$ cat src/rtl/frame_pkg.sv
// Shared frame-buffer definitions: default geometry, FSM states and the tagged pixel beat.
package frame_pkg;

    localparam int unsigned ROWS = 240;
    localparam int unsigned COLS = 320;
    localparam int unsigned DW   = 32;
    localparam int unsigned RW   = 8;
    localparam int unsigned CW   = 9;

    typedef enum logic [1:0] {
        IDLE,
        READ,
        DRAIN
    } state_t;

    // One stream beat: pixel word plus its frame-position tags.
    typedef struct packed {
        logic [DW-1:0] data;
        logic          sof;
        logic          eol;
        logic          eof;
    } pix_t;

endpackage

$ cat src/rtl/pix_skid_fifo.sv
// Two-entry synchronous FIFO of tagged pixels between the frame buffer and the stream port.
module pix_skid_fifo
    import frame_pkg::*;
(
    input  logic       clk,
    input  logic       rst,
    input  logic       push,
    input  logic       pop,
    input  pix_t       wdata,
    output pix_t       rdata,
    output logic [1:0] count,
    output logic       empty
);

    pix_t       mem_q [2];
    logic       wr_ptr_q;
    logic       rd_ptr_q;
    logic [1:0] count_q;

    // Storage, pointers and occupancy; the caller never pushes when full or pops when empty.
    always_ff @(posedge clk or negedge rst) begin
        if (!rst) begin
            for (int i = 0; i < 2; i++) begin
                mem_q[i] <= '0;
            end
            wr_ptr_q <= 1'b0;
            rd_ptr_q <= 1'b0;
            count_q  <= 2'd0;
        end else begin
            if (push) begin
                mem_q[wr_ptr_q] <= wdata;
                wr_ptr_q        <= ~wr_ptr_q;
            end
            if (pop) begin
                rd_ptr_q <= ~rd_ptr_q;
            end
            case ({push, pop})
                2'b10:   count_q <= count_q + 2'd1;
                2'b01:   count_q <= count_q - 2'd1;
                default: count_q <= count_q;
            endcase
        end
    end

    assign rdata = mem_q[rd_ptr_q];
    assign count = count_q;
    assign empty = (count_q == 2'd0);

endmodule

$ cat src/rtl/frame_stream_reader.sv
// Drains one frame from the output frame buffer in raster order as a tagged valid/ready stream.
module frame_stream_reader #(
    parameter int unsigned ROWS = frame_pkg::ROWS,
    parameter int unsigned COLS = frame_pkg::COLS,
    parameter int unsigned DW   = frame_pkg::DW,
    parameter int unsigned RW   = frame_pkg::RW,
    parameter int unsigned CW   = frame_pkg::CW
) (
    input  logic          clk,
    input  logic          rst,
    input  logic          start,
    input  logic          flip_h,
    output logic          mem_rd_en,
    output logic [RW-1:0] mem_row,
    output logic [CW-1:0] mem_col,
    input  logic [DW-1:0] mem_rd_data,
    output logic          pix_valid,
    input  logic          pix_ready,
    output logic [DW-1:0] pix_data,
    output logic          pix_sof,
    output logic          pix_eol,
    output logic          pix_eof,
    output logic          busy,
    output logic          done
);
    import frame_pkg::*;

    state_t        state_q, state_d;
    logic [RW-1:0] row_q, row_d;
    logic [CW-1:0] col_q, col_d;
    logic          flip_q, flip_d;
    logic          done_q, done_d;
    logic          inflight_q;
    logic [2:0]    tag_q;        // {sof, eol, eof} of the read issued last cycle
    logic [2:0]    tag_d;
    logic          rd_issue;
    logic          pop;
    logic          last_col;
    logic          last_row;
    logic [2:0]    occupancy;    // beats buffered or in flight once this cycle's pop is done
    logic [1:0]    fifo_count;
    logic          fifo_empty;
    pix_t          push_pix;
    pix_t          head;

    assign pop       = !fifo_empty && pix_ready;
    assign occupancy = {1'b0, fifo_count} + {2'b00, inflight_q} - {2'b00, pop};
    assign last_col  = (col_q == CW'(COLS - 1));
    assign last_row  = (row_q == RW'(ROWS - 1));
    // Tags follow the logical (unflipped) position.
    assign tag_d     = {(row_q == '0) && (col_q == '0), last_col, last_col && last_row};

    // Next-state, counter advance and read issue.
    always_comb begin
        state_d  = state_q;
        row_d    = row_q;
        col_d    = col_q;
        flip_d   = flip_q;
        done_d   = 1'b0;
        rd_issue = 1'b0;
        case (state_q)
            IDLE: begin
                if (start) begin
                    state_d = READ;
                    flip_d  = flip_h;
                    row_d   = '0;
                    col_d   = '0;
                end
            end
            READ: begin
                // Issue only if the returning beat is guaranteed a FIFO slot.
                rd_issue = (occupancy < 3'd2);
                if (rd_issue) begin
                    if (last_col) begin
                        if (last_row) begin
                            // Counters hold so the address stays put while draining.
                            state_d = DRAIN;
                        end else begin
                            col_d = '0;
                            row_d = row_q + RW'(1);
                        end
                    end else begin
                        col_d = col_q + CW'(1);
                    end
                end
            end
            DRAIN: begin
                if (pop && head.eof) begin
                    state_d = IDLE;
                    done_d  = 1'b1;
                end
            end
            default: state_d = IDLE;
        endcase
    end

    // State, counters, in-flight tracking and the done pulse.
    always_ff @(posedge clk or negedge rst) begin
        if (!rst) begin
            state_q    <= IDLE;
            row_q      <= '0;
            col_q      <= '0;
            flip_q     <= 1'b0;
            done_q     <= 1'b0;
            inflight_q <= 1'b0;
            tag_q      <= 3'b000;
        end else begin
            state_q    <= state_d;
            row_q      <= row_d;
            col_q      <= col_d;
            flip_q     <= flip_d;
            done_q     <= done_d;
            inflight_q <= rd_issue;
            if (rd_issue) begin
                tag_q <= tag_d;
            end
        end
    end

    assign push_pix = '{data: mem_rd_data, sof: tag_q[2], eol: tag_q[1], eof: tag_q[0]};

    pix_skid_fifo u_fifo (
        .clk   (clk),
        .rst   (rst),
        .push  (inflight_q),
        .pop   (pop),
        .wdata (push_pix),
        .rdata (head),
        .count (fifo_count),
        .empty (fifo_empty)
    );

    assign mem_rd_en = rd_issue;
    assign mem_row   = row_q;
    assign mem_col   = flip_q ? (CW'(COLS - 1) - col_q) : col_q;
    assign pix_valid = !fifo_empty;
    assign pix_data  = head.data;
    assign pix_sof   = head.sof;
    assign pix_eol   = head.eol;
    assign pix_eof   = head.eof;
    assign busy      = (state_q != IDLE);
    assign done      = done_q;

endmodule
$ cat config.mk
export PLATFORM = sky130hd
export DESIGN_NAME = frame_stream_reader
export DESIGN_NICKNAME = d
export VERILOG_FILES = /design/src/rtl/frame_pkg.sv /design/src/rtl/pix_skid_fifo.sv /design/src/rtl/frame_stream_reader.sv
export SDC_FILE = /design/constraint.sdc
export NUM_CORES = 1
export LEC_CHECK = 0
export BUFFER_PORTS_ARGS = -buffer_cell sky130_fd_sc_hd__buf_2
export CAP_MARGIN = 20
export CORE_MARGIN = 1
export CORE_UTILIZATION = 55
export CTS_BUF_LIST = sky130_fd_sc_hd__clkbuf_16
export CTS_CLUSTER_DIAMETER = 30
export DETAILED_ROUTE_END_ITERATION = 12
export MAX_ROUTING_LAYER = met4
export PLACE_DENSITY = 0.79
export SLEW_MARGIN = 20
export SYNTH_ARGS = -nofsm -noshare
export SYNTH_HDL_FRONTEND = slang
export SYNTH_SLANG_ARGS = --single-unit
$ cat constraint.sdc
create_clock -name clk -period 2.9 [get_ports clk]
set_input_delay 0.29 -clock clk [delete_from_list [all_inputs] [get_ports clk]]
set_output_delay 0.29 -clock clk [all_outputs]
set_load 0.01 [all_outputs]
# --- Word level (Yosys, flattened, before mapping) ---
# Cells that the tools add are included.
classes:
  addsub: 7
  order_cmp: 4
  eq_ne: 13
  muxes: 27
  bitwise_logic: 4
  n_reduce_logical: 17
op_table:
  columns: ["cell", "n"]
  rows:
  - ["35-bit 2-to-1 mux", 4]
  - ["70-bit bitwise mux", 1]
  - ["9-bit 2-to-1 mux", 5]
  - ["35-bit demux with 1-bit select", 1]
  - ["8-bit 2-to-1 mux", 4]
  - ["9-bit case mux with 2 select lines", 1]
  - ["8-bit case mux with 2 select lines", 1]
  - ["2-bit != test (second input constant)", 6]
  - ["2-bit 2-to-1 mux", 5]
  - ["5-bit AND reduction", 2]
  - ["9-bit by 1-bit adder with 9-bit output (second input constant)", 1]
  - ["9-bit == test (second input constant)", 1]
  - ["9-bit logical NOT", 1]
  - ["9-bit subtractor (first input constant)", 1]
  - ["8-bit by 1-bit adder with 8-bit output (second input constant)", 1]
  - ["8-bit == test (second input constant)", 1]
  - ["8-bit logical NOT", 1]
  - ["2-bit case mux with 3 select lines", 1]
  - ["2-bit nonzero test", 3]
  - ["1-bit logical AND", 5]
  - ["2-bit by 1-bit == test with 1-bit output (second input constant)", 2]
  - ["2-bit == test (second input constant)", 2]
  - ["2-bit greater-or-equal comparator (second input constant)", 2]
  - ["2-bit logical NOT", 2]
  - ["14 further kinds", 18]
totals:
  register_bits: 99
  out_inout_bits: 56
  word_cells: 90

# --- Longest topological paths before layout ---
# Gate-level depths: netlist (run 1).
depth:
  ltp_word: 7
  mapped_depth: 10

# --- Modules after synthesis ---
# Synthesis (run 1) repeated with hierarchy kept, for this count alone.
hier_totals:
  cells_unflattened: 375
  hier_area_um2: 4857.2
by_module_without_submodules:
  columns: ["module", "instances", "cells_each", "area_each_um2", "seq_area_each_um2"]
  rows:
  - ["pix_skid_fifo", 1, 200, 3216.8, 1851.8]
  - ["frame_stream_reader", 1, 175, 1640.3, 625.6]

# --- Least setup slack after synthesis (run 1) ---
# Ideal clock, no wire load.
synth_path:
  kind: "reg-to-reg"
  startpoint: "register u_fifo.count_q[1] (netlist: u_fifo.count[1])"
  endpoint: "register row_q[3] (netlist: mem_row[3])"
  setup_time_ns: 0.124
  t_arrival_ns: 2.166
  required_time_ns: 2.776
  path_slack_ns: 0.610
  stages_incl_launch_ff: 9
  period_less_slack_ns: 2.290
  path_cell_list: "dfrtp_1 > nand3_1 > o21ai_0 > and2_1 > fa_1 > xnor2_1 > o32a_2 > and4b_2 > a211o_1"
synth_via:
  elab_chain_len: 7
  elab_cells_between_ends: 8
synth_lines:
  columns: ["item", "line_no", "source"]
  rows:
  - ["start, declared", "pix_skid_fifo.sv:18", "logic [1:0] count_q;"]
  - ["start signal, assigned", "pix_skid_fifo.sv:38", "2'b10: count_q <= count_q + 2'd1;"]
  - ["start signal, assigned", "pix_skid_fifo.sv:39", "2'b01: count_q <= count_q - 2'd1;"]
  - ["start signal, assigned", "pix_skid_fifo.sv:40", "default: count_q <= count_q;"]
  - ["parallel branches: the longest is 3 deep, another holds 2-bit by 1-bit adder with 3-bit output", null, null]
  - ["3-bit by 1-bit subtractor with 3-bit output *", "frame_stream_reader.sv:47", "assign occupancy = {1'b0, fifo_count} + {2'b00, inflight_q} - {2'b00, pop};"]
  - ["3-bit by 2-bit < comparator with 1-bit output *", "frame_stream_reader.sv:72", "rd_issue = (occupancy < 3'd2);"]
  - ["2-bit != test (no line) *", null, null]
  - ["5-bit AND reduction (no line) *", null, null]
  - ["end signal, assigned", "frame_stream_reader.sv:109", "row_q <= row_d;"]
  - ["end, declared", "frame_stream_reader.sv:29", "logic [RW-1:0] row_q, row_d;"]
# Mark *: on every way between the ends.
# A chain may end at the register's enable or synchronous reset.

# --- Final worst setup path (run 1) ---
layout_path:
  startpoint: "register u_fifo.count_q[1] (netlist: u_fifo.count[1])"
  endpoint: "output port mem_rd_en"
layout_via:
  elab_chain_len: 6
  elab_cells_between_ends: 7
layout_lines:
  columns: ["item", "line_no", "source"]
  rows:
  - ["parallel branches: the longest is 3 deep, another holds 2-bit by 1-bit adder with 3-bit output", null, null]
  - ["3-bit by 1-bit subtractor with 3-bit output *", "frame_stream_reader.sv:47", null]
  - ["3-bit by 2-bit < comparator with 1-bit output *", "frame_stream_reader.sv:72", null]
  - ["1-bit 2-to-1 mux *", "frame_stream_reader.sv:61", "case (state_q)"]
  - ["end, declared", "frame_stream_reader.sv:13", "output logic mem_rd_en,"]
# Marks and branches as above.

==> out/qor.csv, run 1 <==
stage,metric,value,unit
worst_setup_path,rr_worst_depth,10,
logic_synthesis,ys_seq_area_share,51.62,%
worst_setup_path,rr_endpoint,col_q[4],
power,power.density,1139,nW/um^2
clock_network,clk_latency,0.34,ns
timing,finalSetupTns,0,ns
floorplanning,core-area,8341,um^2
min_path,hold_start,flip_h,
place,dpl.hpwl,6381,um
power,ir_worst_vdd,608.9,uV
routing,wire_per_inst,16.74,um
min_path,hold_path.class,input port to flip-flop,
clock_network,clockBufferDepth,2,
place,port_buffers,92,
logic_synthesis,syn-cell-area,4800,um^2
place,gp_congestion,0.8394,
clock_network,root_buffer,clkbuf_16,
worst_setup_path,path_buf_inv,2,
layout,n_fill_cell,593,
global_route,grt_first_pass_wirelength,15440,um
clock_network,clk_pin_slew,0.07,ns
logic_synthesis,ys_async_sr_fraction,100.0,%
logic_synthesis,synth_edf_count,0,
routing,drtIter0Drc,123,
routing,wl,9606,um
routing,antenna_left,0,
layout,drive_gt1_share,49.04,%
worst_setup_path,cp.required,2.61,ns
logic_synthesis,syn_area_per_cell,12.83,um^2
layout,n_antenna_cell,0,
timing,skew,0.009863,ns
logic_synthesis,yosysUniqueCellTypes,50,
layout,layout.nets,508,
timing,hold_viol,0,
worst_setup_path,crit_type,flip-flop to primary output,
min_path,hold_path_depth,2,
routing,vias,3287,
clock_network,cts_sinks,99,
worst_setup_path,rr_startpoint,u_fifo.count[1],
worst_setup_path,path_cells,nand3_1 > o21ai_0 > and2_1 > fa_1 > xnor2_1 > nor3_4 > buf_4 > buf_2,
logic_synthesis,synth_nets,418,
timing,relSlewSlack,56.81,%
timing,post-route-min-period,2.732,ns
flow_run,max_cap_violations,0,
global_route,grt_max_degree,52,
floorplanning,ios,93,
timing,fin_crit_sh,94.20,%
logic_synthesis,synthCells,374,
timing,finalMaxSlewViolations,0,
floorplanning,die_y,95.42,um
logic_synthesis,ys_warn_count,0,
timing,tightest_slew,0.6479,ns
logic_synthesis,synth_top_cell_by_area,dfrtp_1,
layout,final_core_util,67.88,%
worst_setup_path,max_stage_delay,0.44,ns
outcome,status,completed,
logic_synthesis,synthTopCellsByArea,"dfrtp_1 52%, mux2_2 24%, a31oi_1 1.8%",
logic_synthesis,synth_top_area_share,51.62,%
layout,final_cell_mix,"103 x mux2_2, 99 x dfrtp_1, 91 x buf_2",
clock_network,numCtsBuffers,9,
clock_network,htreeDepth,3,
worst_setup_path,worstPathArrival,2.44,ns
layout,seqCellArea,2477,um^2
worst_setup_path,crit_fanout,11,
layout,layout-area-overhead-vs-synth,17.96,%
logic_synthesis,ys_seq_elements,99,
clock_network,cts_tree,done,
worst_setup_path,cp-end-kind,primary output,
routing,viasPerCell,5.726,
global_route,grt.overflow.total,0,
floorplanning,dieArea,9104,um^2
floorplanning,start_util,57.55,%
worst_setup_path,crit_path_start_kind,flip-flop,
timing,grt_setup_unrepaired,false,
timing,finalSetupViolCount,0,
timing,max_freq,366.1,MHz
global_route,grt_antenna_before_repair,0,
routing,drc,0,
global_route,grt_pass1_vias,3217,
layout,multi_input_area,2141,um^2
min_path,min_to,flip_q,
layout,layout_commonest_cell,mux2_2,
logic_synthesis,synth_ff_type,dfrtp_1,
worst_setup_path,cp_slowest_cell,dfrtp_1,
global_route,grt_usage,22.89,%
floorplanning,num_rows,33,
floorplanning,die_x,95.42,um
worst_setup_path,regToRegSetupSlack,0.37,ns
power,leakage,2.651,nW
worst_setup_path,critPathTopFamily,simple AND/OR/NAND/NOR gates,
routing,firstDrtPassIters,4,
## report_power, final
part	internal (mW)	switching (mW)	total [mW]
Sequential	1.95	0.374	2.32
Combinational	1.50	1.36	2.86
Clock	0.755	0.511	1.27
Total	4.20	2.24	6.45
## cell type report
type | instances | share of cell area (%)
multi-input cells | 239 | 37.81
repair buffers | 100 | 9.503
well taps | 105 | 2.320
flip-flops and latches | 99 | 43.76
clock inverters | 7 | 1.635
clock buffers | 9 | 3.978
inverters | 15 | 0.9945
## worst max path at each step
stage / from / cells past startpoint / slack, ns / endpoint
6_report: u_fifo.count[1] / 8 / 0.17 / mem_rd_en
5_1_grt: u_fifo.count[1] / 8 / 0.04 / mem_rd_en
4_1_cts: u_fifo.count[1] / 8 / 0.16 / mem_rd_en
3_5_place_dp: u_fifo.count[1] / 7 / 0.30 / mem_rd_en
3_3_place_gp: u_fifo.count[1] / 7 / 0.39 / mem_rd_en
2_1_floorplan: u_fifo.count[1] / 8 / 0.61 / mem_row[3]
## cells by family after synthesis
| family | share of synthesized area (%) |
|---|---|
| multiplexers | 24.58 |
| flip-flops | 51.62 |
| AND/OR/NAND/NOR | 8.942 |
| AO/OA/AOI/OAI | 6.935 |
| buffers and inverters | 3.936 |
| XOR/XNOR | 2.007 |
| adder cells (fa/ha/maj) | 1.981 |
## synthesized netlist by cell type (all sizes together) (3+ instances only)
master / number
mux2: 103
dfrtp: 99
nand2: 19
buf: 18
inv: 15
a31oi: 14
o21ai: 13
nand3: 9
xor2: 8
a21oi: 6
ha: 6
nor2: 6
and3: 5
nand4: 4
clkbuf: 3
nand3b: 3
nor3: 3
or2: 3
xnor2: 3
## state kept, by name (all words and copies together), names as in the netlist, 2 cells and up
name / cells
col_q: 9
mem_row: 8
state_q: 2
tag_q: 3
u_fifo.count: 2
u_fifo.mem_q: 70
## stage by stage
| stage | std cells | hold slack (ns) | power [mW] | area, um^2 | setup slack [ns] |
|---|---|---|---|---|---|
| after floorplan | 374 | -0.005591 | 4.359 | 4800 | 0.6104 |
| after global placement | 556 | 0.3490 | 5.036 | 5326 | 0.3859 |
| after detailed placement | 556 | 0.3591 | 5.173 | 5326 | 0.2992 |
| after CTS | 574 | 0.1795 | 6.502 | 5662 | 0.1588 |
| after global routing | 574 | 0.1881 | 6.858 | 5662 | 0.03563 |
| final | 574 | 0.1825 | 6.446 | 5662 | 0.1682 |
## metal layers
| metal | share of wire (%) | GRT usage (%) | routed length [um] | vias to the layer above |
|---|---|---|---|---|
| met2 | 49 | 36.19 | 4661 | 105 |
| met4 | 1.3 | 8.458 | 121 | 0 |
| li1 | - | - | - | 1528 |
| met5 | 0 | - | 0 | - |
| met1 | 45 | 29.85 | 4276 | 1641 |
| met3 | 5.7 | 3.748 | 547 | 13 |
## what timing repair did
action,CTS,global route
endpoints found under the setup margin,1,0
setup buffers,1,0
hold buffers,1,0
endpoints found under the hold margin,22,0
gates resized for setup,0,0
No activity file was read; power rests on OpenSTA's default activity.
==> run 2, diff against run 1 <==
CORE_UTILIZATION = 60   (was 55)
GPL_TIMING_DRIVEN = 0   (was unset)
PLACE_DENSITY = 0.86   (was 0.79)
clock period = 3.2 ns   (was 2.9 ns; I/O delays follow)
==> out/qor.csv, run 2 (synthesis results as in run 1) <==
stage,metric,value,unit,change
outcome,status,completed,,unchanged
routing,drtIter0Drc,121,,was 123
clock_network,cts_sinks,99,,unchanged
layout,n_fill_cell,538,,was 593
floorplanning,num_rows,32,,was 33
layout,top_register,u_fifo.mem_q,,unchanged
global_route,grt_first_pass_wirelength,16500,um,"was 15,440 um"
timing,setup_ws,0.1992,ns,was 0.1682 ns
global_route,grt_pass1_vias,3381,,"was 3,217"
timing,finalSetupViolCount,0,,unchanged
clock_network,cts_tree,done,,unchanged
timing,relSlewSlack,61.54,%,was 56.81%
place,dpl.hpwl,6923,um,was 6381 um
floorplanning,die_x,91.44,um,was 95.42 um
layout,final_cell_mix,"103 x mux2_2, 101 x buf_2, 99 x dfrtp_1",,"was 103 x mux2_2, 99 x dfrtp_1, 91 x buf_2"
floorplanning,ios,93,,unchanged
worst_setup_path,worstSetupStartpoint,u_fifo.count[1],,unchanged
global_route,use_met2,41.67,%,was 36.19%
floorplanning,dieArea,8361,um^2,was 9104 um^2
power,leakage,2.692,nW,was 2.651 nW
global_route,grt_max_degree,52,,unchanged
worst_setup_path,path_buf_inv,2,,unchanged
clock_network,clk_pin_slew,0.07,ns,about the same
timing,skew,0.005650,ns,was 0.009863 ns
timing,finalSetupTns,0,ns,unchanged
layout,largest_reg_flops,70,,unchanged
worst_setup_path,critPathTopFamily,simple AND/OR/NAND/NOR gates,,unchanged
routing,viasPerCell,5.751,,was 5.726
routing,vias,3370,,"was 3,287"
worst_setup_path,crit_path_end,mem_rd_en,,unchanged
worst_setup_path,cp_num_cells,7,,was 8
worst_setup_path,crit_type,flip-flop to primary output,,unchanged
layout,n_antenna_cell,0,,unchanged
timing,tightest_slew,0.5768,ns,was 0.6479 ns
timing,hold_viol,0,,unchanged
routing,wire_per_inst,16.95,um,was 16.74 um
clock_network,clk_latency,0.34,ns,about the same
layout,layout.cells.non_filler,586,,was 574
floorplanning,core-area,7727,um^2,was 8341 um^2
place,pre_cts_slack,0.5816,ns,was 0.2992 ns
routing,firstDrtPassIters,4,,unchanged
worst_setup_path,cp.required,2.88,ns,was 2.61 ns
flow_run,max_cap_violations,0,,unchanged
min_path,hold_path_depth,2,,unchanged
power,power.density,1019,nW/um^2,was 1139 nW/um^2
place,port_buffers,92,,unchanged
clock_network,numCtsBuffers,9,,unchanged
worst_setup_path,rr_endpoint,tag_q[2],,was col_q[4]
layout,layout.nets,523,,was 508
global_route,grt.overflow.total,0,,unchanged
clock_network,root_buffer,clkbuf_16,,unchanged
worst_setup_path,cp_slowest_cell,fa_1,,was dfrtp_1
layout,drive_gt1_share,50.21,%,was 49.04%
worst_setup_path,crit_path_start_kind,flip-flop,,unchanged
global_route,grt_antenna_before_repair,0,,unchanged
place,dpl.cell_count,569,,was 556
global_route,grt_usage,25.96,%,was 22.89%
worst_setup_path,path_cells,nand3_1 > o21ai_0 > and2_1 > fa_1 > nor3_4 > buf_4 > buf_2,,was nand3_1 > o21ai_0 > and2_1 > fa_1 > xnor2_1 > nor3_4 > buf_4 > buf_2
routing,drc,0,,unchanged
floorplanning,die_y,91.44,um,was 95.42 um
worst_setup_path,max_stage_delay,0.53,ns,was 0.44 ns
routing,wl,9933,um,was 9606 um
clock_network,htreeDepth,3,,unchanged
worst_setup_path,worstPathArrival,2.68,ns,was 2.44 ns
global_route,met3_usage,4.774,%,was 3.748%
layout,layout-area-overhead-vs-synth,19.37,%,was 17.96%
place,gp_congestion,0.8712,,was 0.8394
timing,max_freq,333.2,MHz,
power,ir_worst_vdd,556.9,uV,was 608.9 uV
global_route,grt-busiest-layer,met2,,unchanged
timing,finalMaxSlewViolations,0,,unchanged
min_path,hold_path.class,input port to flip-flop,,unchanged
clock_network,clockBufferDepth,2,,unchanged
timing,fin_crit_sh,93.77,%,
worst_setup_path,rr_startpoint,u_fifo.count[1],,unchanged
worst_setup_path,crit_fanout,11,,unchanged
floorplanning,start_util,62.11,%,was 57.55%
timing,grt_setup_unrepaired,false,,unchanged
global_route,globalRouteMet1Util,34.63,%,was 29.85%
routing,antenna_left,0,,unchanged
timing,post-route-min-period,3.001,ns,
layout,layout_commonest_cell,mux2_2,,unchanged
worst_setup_path,regToRegSetupSlack,0.71,ns,was 0.37 ns
worst_setup_path,cp-end-kind,primary output,,unchanged
worst_setup_path,rr_worst_depth,8,,was 10
-- run 2: cell count changes in the layout (fill, tap and decap cells not counted), sizes merged --
cell    before  now
bufinv       2    0
clkinv       1    3
buf         99  111
clkbuf       9   12
-- run 2: repair_timing --
item,4_1_cts,5_1_grt
setup buffers,0,0
gates resized for setup,0,0
hold endpoints to repair,48,0
setup endpoints to repair,0,0
hold buffers,1,0
-- run 2: worst min-delay path by stage --
stage	from	endpoint	slack, ns
3_5_place_dp	rst	u_fifo.mem_q[65]	0.29
4_1_cts	flip_h	flip_q	0.21
3_3_place_gp	u_fifo.mem_q[2]	u_fifo.mem_q[2]	0.46
2_1_floorplan	rst	col_q[0]	0.02
6_report	flip_h	flip_q	0.21
5_1_grt	mem_rd_data[3]	u_fifo.mem_q[41]	0.22
-- run 2: metal layers --
layer  wire (um)  vias to the layer above
met4         108                        0
met1        4338                     1692
met2        4958                      111
li1            -                     1555
met3         527                       12
met5           0                        -
-- run 2: final cells by class --
class                           instances  area, um^2  share of cell area [%]
Timing Repair Buffer                   94       504.2                   8.801
Multi-Input combinational cell        239        2133                   37.24
Clock buffer                            9       225.2                   3.931
Inverter                               15       56.30                  0.9827
Tap cell                              102       127.6                   2.228
Buffer                                 21       132.6                   2.315
Clock inverter                          7       72.57                   1.267
Sequential cell                        99        2477                   43.24
-- run 2: metrics by stage --
| stage | cell area, um^2 | total power [mW] | util, % | hold slack [ns] |
|---|---|---|---|---|
| after detailed placement | 5421 | 4.784 | 70.16 | 0.2895 |
| final | 5729 | 5.838 | 74.14 | 0.2145 |
| after floorplan | 4800 | 3.951 | - | 0.02441 |
| after global routing | 5729 | 6.210 | 74.14 | 0.2153 |
| after CTS | 5729 | 5.872 | 74.14 | 0.2080 |
| after global placement | 5388 | 4.643 | 69.72 | 0.4573 |
-- run 2: worst register-to-register path: stages (launching register included) --
cell and delay (ns):
dfrtp_1 0.46, nand3_1 0.14, o21ai_0 0.13, and2_1 0.19, fa_1 0.53, nor3_4 0.47, buf_4 0.28, nand4_1 0.12
o21ai_0 0.10
-- run 2: report_power, final --
group	internal, mW	switching, mW
Combinational	1.40	1.33
Clock	0.551	0.509
Sequential	1.76	0.289
